## config.mk

```make
export PLATFORM = sky130hd
export DESIGN_NAME = uart_frame_rx
export DESIGN_NICKNAME = d
export VERILOG_FILES = /design/src/rtl/uart_pkg.sv /design/src/rtl/uart_frame_buf.sv /design/src/rtl/uart_frame_rx.sv
export SDC_FILE = /design/constraint.sdc
export NUM_CORES = 1
export LEC_CHECK = 0
export ABC_AREA = 1
export ABC_CLOCK_PERIOD_IN_PS = 3400
export BUFFER_PORTS_ARGS = -buffer_cell sky130_fd_sc_hd__buf_2
export CAP_MARGIN = 20
export CORE_ASPECT_RATIO = 0.8
export CORE_UTILIZATION = 43
export DETAILED_ROUTE_END_ITERATION = 10
export PLACE_DENSITY = 0.71
export SLEW_MARGIN = 20
export SYNTH_ARGS = -nofsm -noshare
export SYNTH_HDL_FRONTEND = slang
export SYNTH_SLANG_ARGS = --single-unit
```

## constraint.sdc

```tcl
create_clock -name clk_50m -period 3.4 [get_ports clk_50m]
set_input_delay 0.34 -clock clk_50m [delete_from_list [all_inputs] [get_ports clk_50m]]
set_output_delay 0.34 -clock clk_50m [all_outputs]
set_load 0.01 [all_outputs]
```

## src/rtl/uart_pkg.sv

```systemverilog
// Shared constants and FSM encoding for the UART receive-side frame parser.
package uart_pkg;

    // Frame start marker used when the instantiating design does not override it.
    localparam logic [7:0] SYNC_BYTE_DEF = 8'hA5;

    // Inter-byte idle allowance: 1 ms at 50 MHz.
    localparam int TIMEOUT_CYC_DEF = 50000;

    typedef enum logic [2:0] {
        ST_IDLE    = 3'd0,
        ST_LEN     = 3'd1,
        ST_PAYLOAD = 3'd2,
        ST_CSUM    = 3'd3,
        ST_DONE    = 3'd4
    } rx_state_e;

endpackage

```

## src/rtl/uart_frame_buf.sv

```systemverilog
// Payload register file: synchronous write, combinational read, never cleared.
module uart_frame_buf #(
    parameter int DEPTH = 16,
    parameter int AW    = $clog2(DEPTH)
) (
    input  logic          clk_50m,
    input  logic          we,
    input  logic [AW-1:0] waddr,
    input  logic [7:0]    wdata,
    input  logic [AW-1:0] raddr,
    output logic [7:0]    rdata
);

    logic [7:0] mem_q [DEPTH];

    // Payload byte write; contents deliberately survive reset.
    always_ff @(posedge clk_50m) begin
        if (we) begin
            mem_q[waddr] <= wdata;
        end
    end

    assign rdata = mem_q[raddr];

endmodule

```

## src/rtl/uart_frame_rx.sv

```systemverilog
// Receive-side frame parser: SYNC-LEN-PAYLOAD-CSUM frames from the UART byte
// handshake into a local buffer, held for the host until acknowledged.
module uart_frame_rx
    import uart_pkg::*;
#(
    parameter int         MAX_LEN     = 16,
    parameter logic [7:0] SYNC_BYTE   = SYNC_BYTE_DEF,
    parameter int         TIMEOUT_CYC = TIMEOUT_CYC_DEF
) (
    input  logic                         clk_50m,
    input  logic                         rst,
    input  logic                         rx_rdy,
    input  logic [7:0]                   rx_data,
    output logic                         rx_rdy_clr,
    output logic                         frm_valid,
    output logic [$clog2(MAX_LEN+1)-1:0] frm_len,
    input  logic [$clog2(MAX_LEN)-1:0]   frm_rd_addr,
    output logic [7:0]                   frm_rd_data,
    input  logic                         frm_ack,
    output logic                         frm_busy,
    output logic                         err_csum,
    output logic                         err_len,
    output logic                         err_timeout
);

    localparam int LW = $clog2(MAX_LEN + 1);
    localparam int AW = $clog2(MAX_LEN);
    localparam int TW = (TIMEOUT_CYC > 1) ? $clog2(TIMEOUT_CYC) : 1;
    localparam logic [TW-1:0] TMO_LAST  = TW'(TIMEOUT_CYC - 1);
    localparam logic [7:0]    MAX_LEN_B = 8'(MAX_LEN);

    rx_state_e     state_q, state_d;
    logic [LW-1:0] len_q, len_d;
    logic [LW-1:0] idx_q, idx_d;
    logic [7:0]    sum_q, sum_d;
    logic [TW-1:0] tmo_q, tmo_d;
    logic          clr_q, clr_d;
    logic          frm_valid_q, frm_valid_d;
    logic [LW-1:0] frm_len_q, frm_len_d;
    logic          err_csum_q, err_csum_d;
    logic          err_len_q, err_len_d;
    logic          err_tmo_q, err_tmo_d;

    logic          accept;
    logic          busy;
    logic          len_bad;
    logic [7:0]    sum_add;
    logic [LW-1:0] idx_inc;
    logic          buf_we;

    // The cycle after an accept rx_rdy is still high while the UART clears it,
    // so clr_q blocks a second take of the same byte. DONE back-pressures.
    assign accept  = rx_rdy && !clr_q && (state_q != ST_DONE);
    assign busy    = (state_q == ST_LEN) || (state_q == ST_PAYLOAD) || (state_q == ST_CSUM);
    assign len_bad = (rx_data == 8'd0) || (rx_data > MAX_LEN_B);
    assign sum_add = sum_q + rx_data;
    assign idx_inc = idx_q + LW'(1);

    // State and datapath registers; buffer excluded so it is not cleared.
    always_ff @(posedge clk_50m or posedge rst) begin
        if (rst) begin
            state_q     <= ST_IDLE;
            len_q       <= '0;
            idx_q       <= '0;
            sum_q       <= '0;
            tmo_q       <= '0;
            clr_q       <= 1'b0;
            frm_valid_q <= 1'b0;
            frm_len_q   <= '0;
            err_csum_q  <= 1'b0;
            err_len_q   <= 1'b0;
            err_tmo_q   <= 1'b0;
        end else begin
            state_q     <= state_d;
            len_q       <= len_d;
            idx_q       <= idx_d;
            sum_q       <= sum_d;
            tmo_q       <= tmo_d;
            clr_q       <= clr_d;
            frm_valid_q <= frm_valid_d;
            frm_len_q   <= frm_len_d;
            err_csum_q  <= err_csum_d;
            err_len_q   <= err_len_d;
            err_tmo_q   <= err_tmo_d;
        end
    end

    // Next-state, checksum, buffer write and inter-byte timeout.
    always_comb begin
        state_d     = state_q;
        len_d       = len_q;
        idx_d       = idx_q;
        sum_d       = sum_q;
        tmo_d       = '0;
        clr_d       = accept;
        frm_valid_d = frm_valid_q;
        frm_len_d   = frm_len_q;
        err_csum_d  = 1'b0;
        err_len_d   = 1'b0;
        err_tmo_d   = 1'b0;
        buf_we      = 1'b0;

        unique case (state_q)
            ST_IDLE: begin
                if (accept && (rx_data == SYNC_BYTE)) begin
                    state_d = ST_LEN;
                end
            end
            ST_LEN: begin
                if (accept) begin
                    if (len_bad) begin
                        err_len_d = 1'b1;
                        state_d   = ST_IDLE;
                    end else begin
                        len_d   = rx_data[LW-1:0];
                        idx_d   = '0;
                        sum_d   = rx_data;
                        state_d = ST_PAYLOAD;
                    end
                end
            end
            ST_PAYLOAD: begin
                if (accept) begin
                    buf_we = 1'b1;
                    sum_d  = sum_add;
                    idx_d  = idx_inc;
                    if (idx_inc == len_q) begin
                        state_d = ST_CSUM;
                    end
                end
            end
            ST_CSUM: begin
                if (accept) begin
                    if (sum_add == 8'd0) begin
                        frm_valid_d = 1'b1;
                        frm_len_d   = len_q;
                        state_d     = ST_DONE;
                    end else begin
                        err_csum_d = 1'b1;
                        state_d    = ST_IDLE;
                    end
                end
            end
            ST_DONE: begin
                if (frm_ack) begin
                    frm_valid_d = 1'b0;
                    state_d     = ST_IDLE;
                end
            end
            default: state_d = ST_IDLE;
        endcase

        // An accepted byte restarts the count and wins over an expiring timer.
        // Every entry into a busy state happens on an accept or from IDLE,
        // both of which leave the counter at zero.
        if (busy && !accept) begin
            if (tmo_q == TMO_LAST) begin
                err_tmo_d = 1'b1;
                state_d   = ST_IDLE;
            end else begin
                tmo_d = tmo_q + TW'(1);
            end
        end
    end

    uart_frame_buf #(
        .DEPTH (MAX_LEN),
        .AW    (AW)
    ) u_buf (
        .clk_50m (clk_50m),
        .we      (buf_we),
        .waddr   (idx_q[AW-1:0]),
        .wdata   (rx_data),
        .raddr   (frm_rd_addr),
        .rdata   (frm_rd_data)
    );

    assign rx_rdy_clr  = clr_q;
    assign frm_valid   = frm_valid_q;
    assign frm_len     = frm_len_q;
    assign frm_busy    = busy;
    assign err_csum    = err_csum_q;
    assign err_len     = err_len_q;
    assign err_timeout = err_tmo_q;

endmodule

```

# Yosys cells after proc, flatten, opt, wreduce, memory -nomap -nowiden
# Memories as Yosys holds them, arrays and structs flattened.
# Index checks and enable logic that the tools add are counted.
[totals] register_bits=47 out_inout_bits=19 wordCells=86 ramBits=128 memories=1 input_bits=16
[memory_table] memory="u_buf.mem_q" depth=16 width=8 read_ports=1 rd_clocked_by_memory_dff=0 wr=1 line_no="uart_frame_buf.sv:14" source="logic [7:0] mem_q [DEPTH];"
[op_classes] n_reduce_logical=18 n_addsub=3 mux=37 order_cmp=1 bitwise_logic=1 n_eq_ne=14
[ops] cell="two-way mux 16 bit" n=2
[ops] cell="two-way mux 3 bit" n=9
[ops] cell="two-way mux 8 bit" n=3
[ops] cell="adder 16 x 1 -> 16 bit (second input constant)" n=1
[ops] cell="equality test 16 bit (second input constant)" n=1
[ops] cell="zero test 8 bit" n=2
[ops] cell="case mux 8 bit (2 select lines)" n=1
[ops] cell="two-way mux 1 bit" n=15
[ops] cell="two-way mux 5 bit" n=3
[ops] cell="case mux 3 bit (5 select lines)" n=1
[ops] cell="inequality test 2 bit (second input constant)" n=5
[ops] cell="case mux 5 bit (2 select lines)" n=1
[ops] cell="adder 8 bit" n=1
[ops] cell="equality test 8 bit (second input constant)" n=1
[ops] cell="> comparator 8 x 5 -> 1 bit (second input constant)" n=1
[ops] cell="AND reduction 4 bit" n=2
[ops] cell="equality test 3 x 2 -> 1 bit (second input constant)" n=2
[ops] cell="AND reduction 3 bit" n=2
[ops] cell="adder 5 x 1 -> 5 bit (second input constant)" n=1
[ops] cell="equality test 5 bit" n=1
[ops] cell="logical AND 1 bit" n=4
[ops] cell="nonzero test 2 bit" n=2
[ops] cell="equality test 3 x 1 -> 1 bit (second input constant)" n=1
[ops] cell="equality test 3 bit (second input constant)" n=1
[ops] cell="8 further kinds" n=11

# Logic depth before layout (Yosys ltp)
# Gate-level depths: netlist (run 1).
[logic_depth] ltp_word=8 ltp_mapped=15 depth_no_buf=15

# Modules after synthesis
# Synthesis (run 1) repeated with hierarchy kept, for this count alone.
[unflattened] cells_unflattened=911 area_unflattened_um2=8469.4
[by_module_without_submodules] module="uart_frame_buf" n_inst=1 seq_area_each_um2=3843.7 area_per_inst_um2=5606.6 cells_each=543
[by_module_without_submodules] module="uart_frame_rx" n_inst=1 seq_area_each_um2=1176.1 area_per_inst_um2=2862.7 cells_each=368

# Worst setup path before layout (run 1)
# Ideal clock, no wire load.
[synth_timing] kind="input to register" startpoint="input port rx_data[0]" endpoint="register frm_len_q[0] (netlist: frm_len[0])" path_stages=13 path_buffers=0 setup_time_ns=0.117 arrival_time_ns=1.699 required_ns=3.283 path_slack_ns=1.583 path_cell_list="ha_1 inv_1 fa_1 inv_1 nand2_1 nand2_2 nand3_1 nand2_1 nand3_2 nor2_2 nand3_2 nand2_1 nand2_1"
[synth_via] elab_chain_cells=3
[synth_lines] item="start, declared" line_no="uart_frame_rx.sv:13" source="input logic [7:0] rx_data,"
[synth_lines] item="adder 8 bit" line_no="uart_frame_rx.sv:56" source="assign sum_add = sum_q + rx_data;"
[synth_lines] item="zero test 8 bit" line_no="uart_frame_rx.sv:134" source="if (sum_add == 8'd0) begin"
[synth_lines] item="AND reduction 3 bit (no source line)"
[synth_lines] item="end signal, assigned" line_no="uart_frame_rx.sv:81" source="frm_len_q <= frm_len_d;"
[synth_lines] item="end, declared" line_no="uart_frame_rx.sv:39" source="logic [LW-1:0] frm_len_q, frm_len_d;"
# Every way passes these cells.
# A chain may end at the register's enable or synchronous reset.

# Final worst setup path (run 1)
[layout_timing] startpoint="register state_q[1]" endpoint="memory u_buf.mem_q[12][7], enable pin"
[layout_via] elab_chain_cells=6 elab_cells_between_ends=7 classes_between="eq/ne: 2; mux: 4; reduce/logical: 1"
[layout_lines] item="start, declared" line_no="uart_frame_rx.sv:32" source="rx_state_e state_q, state_d;"
[layout_lines] item="start signal, assigned" line_no="uart_frame_rx.sv:74" source="state_q <= state_d;"
[layout_lines] item="inequality test 3 bit" line_no="uart_frame_rx.sv:53" source="assign accept = rx_rdy && !clr_q && (state_q != ST_DONE);"
[layout_lines] item="logical AND 1 bit" line_no="uart_frame_rx.sv:53"
[layout_lines] item="two-way mux 1 bit" line_no="uart_frame_rx.sv:123" source="if (accept) begin"
[layout_lines] item="two-way mux 1 bit (*)" line_no="uart_frame_rx.sv:103" source="unique case (state_q)"
[layout_lines] item="two-way mux 1 bit (*)" line_no="uart_frame_buf.sv:18" source="if (we) begin"
[layout_lines] item="two-way mux 1 bit (implied by the code) (*)" line_no="uart_frame_buf.sv:19" source="mem_q[waddr] <= wdata;"
[layout_lines] item="end, declared" line_no="uart_frame_buf.sv:14"
# Mark *: on every way between the ends. The rest lies on a longest branch, timed or not.

==> results of run 1 <==
==> final timing paths <==
| path | depth (start not counted) | start | endpoint | slack, ns |
|---|---|---|---|---|
| worst max-delay path | 7 | state_q[1]$_DFF_PP0_ | u_buf.mem_q[12][7]$_DFFE_PP_ | 1.09 |
| worst min-delay path | 2 | rst | tmo_q[1]$_DFF_PP0_ | 0.04 |
| worst max register to register | 7 | state_q[1]$_DFF_PP0_ | u_buf.mem_q[12][7]$_DFFE_PP_ | 1.09 |
| worst min register to register | 1 | tmo_q[0]$_DFF_PP0_ | tmo_q[0]$_DFF_PP0_ | 0.48 |
| max in group asynchronous | 2 | rst | idx_q[3]$_DFFE_PP0P_ | 2.87 |
| min in group clk_50m | 2 | frm_ack | state_q[2]$_DFF_PP0_ | 0.11 |
==> per-layer routing <==
| metal | share of wire [%] | track usage (%) | vias up | wire length [um] |
|---|---|---|---|---|
| met4 | 1.3 | 5.998 | 0 | 227 |
| met3 | 5.9 | 3.549 | 23 | 993 |
| met5 | 0 | 0 | - | 0 |
| met2 | 44 | 27.53 | 155 | 7371 |
| li1 | - | - | 2618 | - |
| met1 | 49 | 28.07 | 2595 | 8343 |
==> worst max-delay path: cells and delay by family (launching register included) <==
family	cells	cell delay (ns)
buf+inv	3	0.45
flops	1	0.43
simple gates	4	1.05
==> area by class of cell <==
class	instances	area, um2	area share, %
Timing Repair Buffer	42	245.2	2.703
Sequential cell	175	5020	55.34
Multi-Input combinational cell	431	2560	28.22
Clock inverter	14	135.1	1.490
Tap cell	253	316.6	3.490
Clock buffer	18	429.2	4.731
Inverter	97	365.4	4.028
==> kinds of logic after synthesis <==
logic type | after synthesis | synth area share (%)
AOI/OAI and AO/OA | 140 | 10.04
xor gates and xnor gates | 14 | 1.517
adders and majority gates | 13 | 2.105
buffers and inverters | 123 | 6.252
DFF | 175 | 62.09
muxes | 32 | 3.962
and+or+nand+nor | 232 | 14.04
==> power by group through the flow <==
stage	sequential, mW	clock, mW	combinational, mW
after global routing	2.30	1.99	0.304
after floorplan	2.35	0	0.173
final	2.30	1.87	0.273
after global placement	2.35	0	0.268
after CTS	2.30	1.90	0.274
after detailed placement	2.35	0	0.272
==> flip-flops by register name, summed over array words and instances (netlist names) <==
signal,cells
err_csum,1
err_len,1
err_timeout,1
frm_len,5
frm_valid,1
idx_q,5
len_q,5
rx_rdy_clr,1
state_q,3
sum_q,8
tmo_q,16
u_buf.mem_q,128
==> cells in the final DEF, fill, tap and decap left out, types with 6 or more instances in the layout <==
| cell type | n |
|---|---|
| o211ai_1 | 33 |
| nand2_2 | 14 |
| xor2_1 | 8 |
| edfxtp_1 | 128 |
| nor3_1 | 15 |
| xnor2_1 | 6 |
| mux2i_1 | 32 |
| nand3_1 | 41 |
| o21ai_0 | 51 |
| ha_1 | 12 |
| dfrtp_1 | 47 |
| nand3_2 | 6 |
| buf_2 | 33 |
| clkbuf_16 | 17 |
| a21oi_1 | 41 |
| nor2_1 | 49 |
| nor2_2 | 8 |
| inv_1 | 91 |
| buf_4 | 8 |
| nand2_1 | 80 |
==> run metrics, run 1 <==
Sw Share roughly a quarter; drt drc 0; most frequent cell after synthesis edfxtp_1; DP Area approximately 0.0085 mm2; largest net degree at the start of global routing between 50 and 60; Total GRT Usage between 10% and 20%; Final Non-Filler Cells 1030; crit path max fanout 11; synth unique cells 39; worst skew pair latency 0.43 ns; DR WL/cell ~16 um; Tightest Pin Transition between 1 and 1.5 ns; worst min path class input port to async pin; post-route setup slack roughly 1.1 ns; top_reg_cell synth edfxtp_1; placed cell count 998; hold buffer count at cts 0; vias in the first global route 5144; worst setup path class flip-flop to flip-flop; nets slightly below 800; Synth top cells by count edfxtp_1 (128), inv_1 (92), nand2_1 (80), o21ai_0 (51), nor2_1 (49); CP max stage delay roughly 0.62 ns; Final Hold Vio Count 0; Min Hold Slack 0.04088 ns; Comb pwr share 6.1%; critical-path cell list inv_2 -> nor3_2 -> buf_4 -> nand2_2 -> inv_1 -> nand2_1 -> nor2_1; initial antenna violation count 0; input/output buffers 34; max_cap viols 0; starting density of the core between 40% and 50%; die area roughly 0.019 mm2; drt total wl between 15 and 20 mm; CTS tree built; worst path required time 3.46 ns; # fillers between 1500 and 2000; CTS Buf Count 17; post-cts gate resize count 0; Layout Utilization between 40 and 50%; Post-Syn Area roughly 0.008 mm2; Final Total Pwr 4.451 mW; peak supply drop between 0.3 and 0.4 mV; Row Count between 40 and 50; status finished, final reports clean; WP data arrival around 2.4 ns; via count 5391; FFs w/ async S/R, synth between 20% and 30%; Post-CTS Setup Inserts 0; Post-DRT Antenna Nets 0; first-pass GRT wire length ~27 mm; Die Wd roughly 160 um; IO Pins 35; Chip Height between 100 and 150 um; syn_nets 758; H-tree levels 4; drt via density 5.234; Place WS slightly below 1 ns; cell internal pwr approximately 3.4 mW; top-area cell type share of the netlist area 47.54%; Avg Inst Size Synth about 11 um2; FMAX 433.1 MHz; share of cells above drive strength 1 between 10% and 20%; Max Root-Sink Buffers 2; top cells by area, synth edfxtp_1 (48%), dfrtp_1 (15%), inv_1 (4.3%), mux2i_1 (4.0%), nand2_1 (3.7%); Clock power frac 42.1%; Slowest-stage cell, CP nor2_1; violation count after the first detailed-routing iteration around 410; GRT overflow 0; diode count 0; DP HPWL approximately 11 mm; CTS clk-pin slew, worst paths approximately 0.070 ns; Leakage between 3 and 4 nW; Post-Route Skew between 0.01 and 0.015 ns; RSZ-0062 raised after global routing false; Post-synth EDFFs ~130; Area Growth Syn to Fin 12.19%; Final Instance Area around 0.0091 mm2; period utilization 67.91%; Final min period ~2.3 ns; Finish-stage setup viols 0; pins over their slew limit 0; first-pass iteration count of the detailed router 7; Core Box Area ~0.018 mm2; Sequential Power Share between 50% and 60%; startpoint types flip-flop; Sink Count about 180; NetSw around 1.0 mW; sequential fraction of the synthesis area between 60% and 70%; setup TNS 0 ns; Max transition margin just under 30%; Ys Warns 0; Cells after Synth 729; Root Driver clkbuf_16; Final GP Congestion between 0.8 and 0.9; Synth Register Bits 175; PwrDens ~490 mW/mm2; Worst setup EP type flip-flop; Synth area leader edfxtp_1
No activity file was read; power rests on OpenSTA's default activity.
==> run 2, diff against run 1 <==
ABC_CLOCK_PERIOD_IN_PS = 2100   (was 3400)
PLACE_DENSITY = 0.73   (was 0.71)
clock period = 2.1 ns   (was 3.4 ns; I/O delays follow)
==> run metrics, run 2 (same netlist as run 1, synthesis figures left out) <==
Biggest register u_buf.mem_q; first-pass GRT wire length 27.16 mm (-0.98%); HP Start rx_data[2]; worst r2r src sum_q[0]$_DFFE_PP0P_; Max Root-Sink Buffers 2 (unchanged); status finished, final reports clean; most frequent cells in the layout edfxtp_1 (128), inv_1 (90), nand2_1 (80); drt via density 5.053 (-3.5%); drt drc 0 (unchanged); peak supply drop 0.5232 mV (+57%); Min Hold Slack 0.1245 ns (+0.08366 ns); Max transition margin 58.94% (+30 points); worst path required time 2.48 ns (-0.98 ns); Chip Height 124.6 um (unchanged); NetSw 1.731 mW (+65%); nets 824 (+3.9%); diode count 0 (unchanged); max reg flops 128 (unchanged); GRT overflow 0 (unchanged); WP data arrival 2.33 ns (-0.04 ns); period utilization 93.28% (+25 points); DP HPWL 11.16 mm (+2.3%); Area Growth Syn to Fin 16.06%; PwrDens 777.5 mW/mm2 (+58%); Sequential Power Share 51.1% (-0.7 points); input/output buffers 34 (unchanged); worst skew pair latency 0.43 ns (about the same); most common library cell in the layout ignoring fill and taps edfxtp_1; Total GRT Usage 18.67% (-0.12 points); Die Wd 155.3 um (unchanged); initial antenna violation count 0 (unchanged); number of cells on the worst reg-to-reg path 11 (+4); R2R Setup Slk 0.14 ns (-0.95 ns); worst min path class input port to flip-flop; CTS clk-pin slew, worst paths 0.07 ns (about the same); Final min period 1.959 ns (-0.3500 ns); Min-Delay Path Depth 3; Worst setup EP type flip-flop; Clock power frac 42.4% (+0.3 points); die area 0.01936 mm2 (unchanged); Leakage 3.851 nW (+4.5%); Tightest Pin Transition 0.6158 ns (-0.4452 ns); FMAX 510.5 MHz (+18%); H-tree levels 4 (unchanged); RSZ-0062 raised after global routing true; via count 5361 (-0.56%); reg2reg end frm_len[2]$_DFFE_PP0P_; Final Total Pwr 7.296 mW (+64%); share of cells above drive strength 1 18.81% (+3.8 points); starting density of the core 44.24% (unchanged); Hold Path End sum_q[2]$_DFFE_PP0P_; IO Pins 35 (unchanged); Sw Share 23.73% (+0.23 points); vias in the first global route 5240 (+1.9%); largest net degree at the start of global routing 48 (-17%); crit path max fanout 6 (-5); cell internal pwr 5.565 mW (+63%); startpoint types flip-flop; Core Box Area 0.01828 mm2 (unchanged); Comb pwr share 6.5% (+0.4 points); Post-Route Skew 0.009322 ns (-0.002887 ns); CTS tree built; Final Hold Vio Count 0 (unchanged); Sink Count 175 (unchanged); largest registers u_buf.mem_q x128, tmo_q x16, sum_q x8; Final GP Congestion 0.8139 (-4.7%); CTS Buf Count 17 (unchanged); Root Driver clkbuf_16; Post-DRT Antenna Nets 0 (unchanged); Finish-stage setup viols 0 (unchanged); max_cap viols 0 (unchanged); violation count after the first detailed-routing iteration 413 (+1.7%); pins over their slew limit 0 (unchanged); worst setup path class flip-flop to flip-flop; DR WL/cell 15.89 um (-3.4%); Row Count 44 (unchanged); drt total wl 16.86 mm (-0.45%); first-pass iteration count of the detailed router 5 (-2)
==> run 2: cell types whose count changed in the layout (fill, tap and decap cells not counted), sizes merged <==
cell / delta
clkinvlp: +1
clkinv: -4
buf: +29
inv: +3
dlygate4sd3: +2
==> run 2: layout make-up <==
class	instances	area, um2
Sequential cell	175	5020
Inverter	97	364.1
Timing Repair Buffer	73	508.0
Clock buffer	18	429.2
Fill cell	1600	8894
Multi-Input combinational cell	431	2595
Tap cell	253	316.6
Clock inverter	14	151.4
==> run 2: worst max path at each step <==
stage,from,end,slack (ns),depth (start not counted)
after floorplan,sum_q[0]$_DFFE_PP0P_,frm_len[0]$_DFFE_PP0P_,0.29,13
after global placement,rx_data[0],frm_len[1]$_DFFE_PP0P_,0.09,14
after detailed placement,rx_data[0],frm_len[3]$_DFFE_PP0P_,0.04,14
after CTS,sum_q[0]$_DFFE_PP0P_,frm_len[0]$_DFFE_PP0P_,0.06,13
after global routing,sum_q[0]$_DFFE_PP0P_,frm_len[2]$_DFFE_PP0P_,-0.03,14
final,sum_q[0]$_DFFE_PP0P_,frm_len[2]$_DFFE_PP0P_,0.14,11
==> run 2: timing repair <==
action | 4_1_cts | 5_1_grt
hold buffers | 2 | 0
endpoints found under the setup margin | 0 | 8
endpoints found under the hold margin | 48 | 0
setup buffers | 0 | 0
gates resized for setup | 0 | 8
==> run 2: metal layers <==
layer	wire [um]	share of wire [%]	vias to the layer above	track usage (%)
met1	8119	48	2504	26.49
met4	319	1.9	0	6.863
met2	7307	43	160	28.27
met5	0	0	-	0
met3	1110	6.6	26	3.897
li1	-	-	2671	-
==> run 2: power groups by stage <==
stage               registers, mW  logic, mW  clock network, mW
floorplan                    3.80      0.280                  0
global placement             3.80      0.458                  0
detailed placement           3.80      0.464                  0
CTS                          3.73      0.471               3.14
global route                 3.73      0.526               3.27
finish                       3.73      0.475               3.09
==> run 2: stage by stage <==
stage                TNS, ns  util, %  cells  worst slack, ns  area (um2)
finish                     0    51.34   1061           0.1410        9384
global route        -0.08435    51.34   1061         -0.03057        9384
CTS                        0    51.15   1061          0.06327        9349
detailed placement         0    47.86   1027          0.03980        8748
global placement           0    47.86   1027          0.08519        8748
floorplan                  0        -    729           0.2903        8085
==> run 2: worst max-delay path: stages (launching register included) <==
cell,delay [ns]
dfrtp_1,0.39
ha_4,0.16
inv_1,0.05
fa_2,0.52
nand2_1,0.07
nor2_2,0.12
nand3_2,0.13
inv_2,0.08
nand2_2,0.06
nor2_4,0.15
nand3_1,0.10
nand2_1,0.07
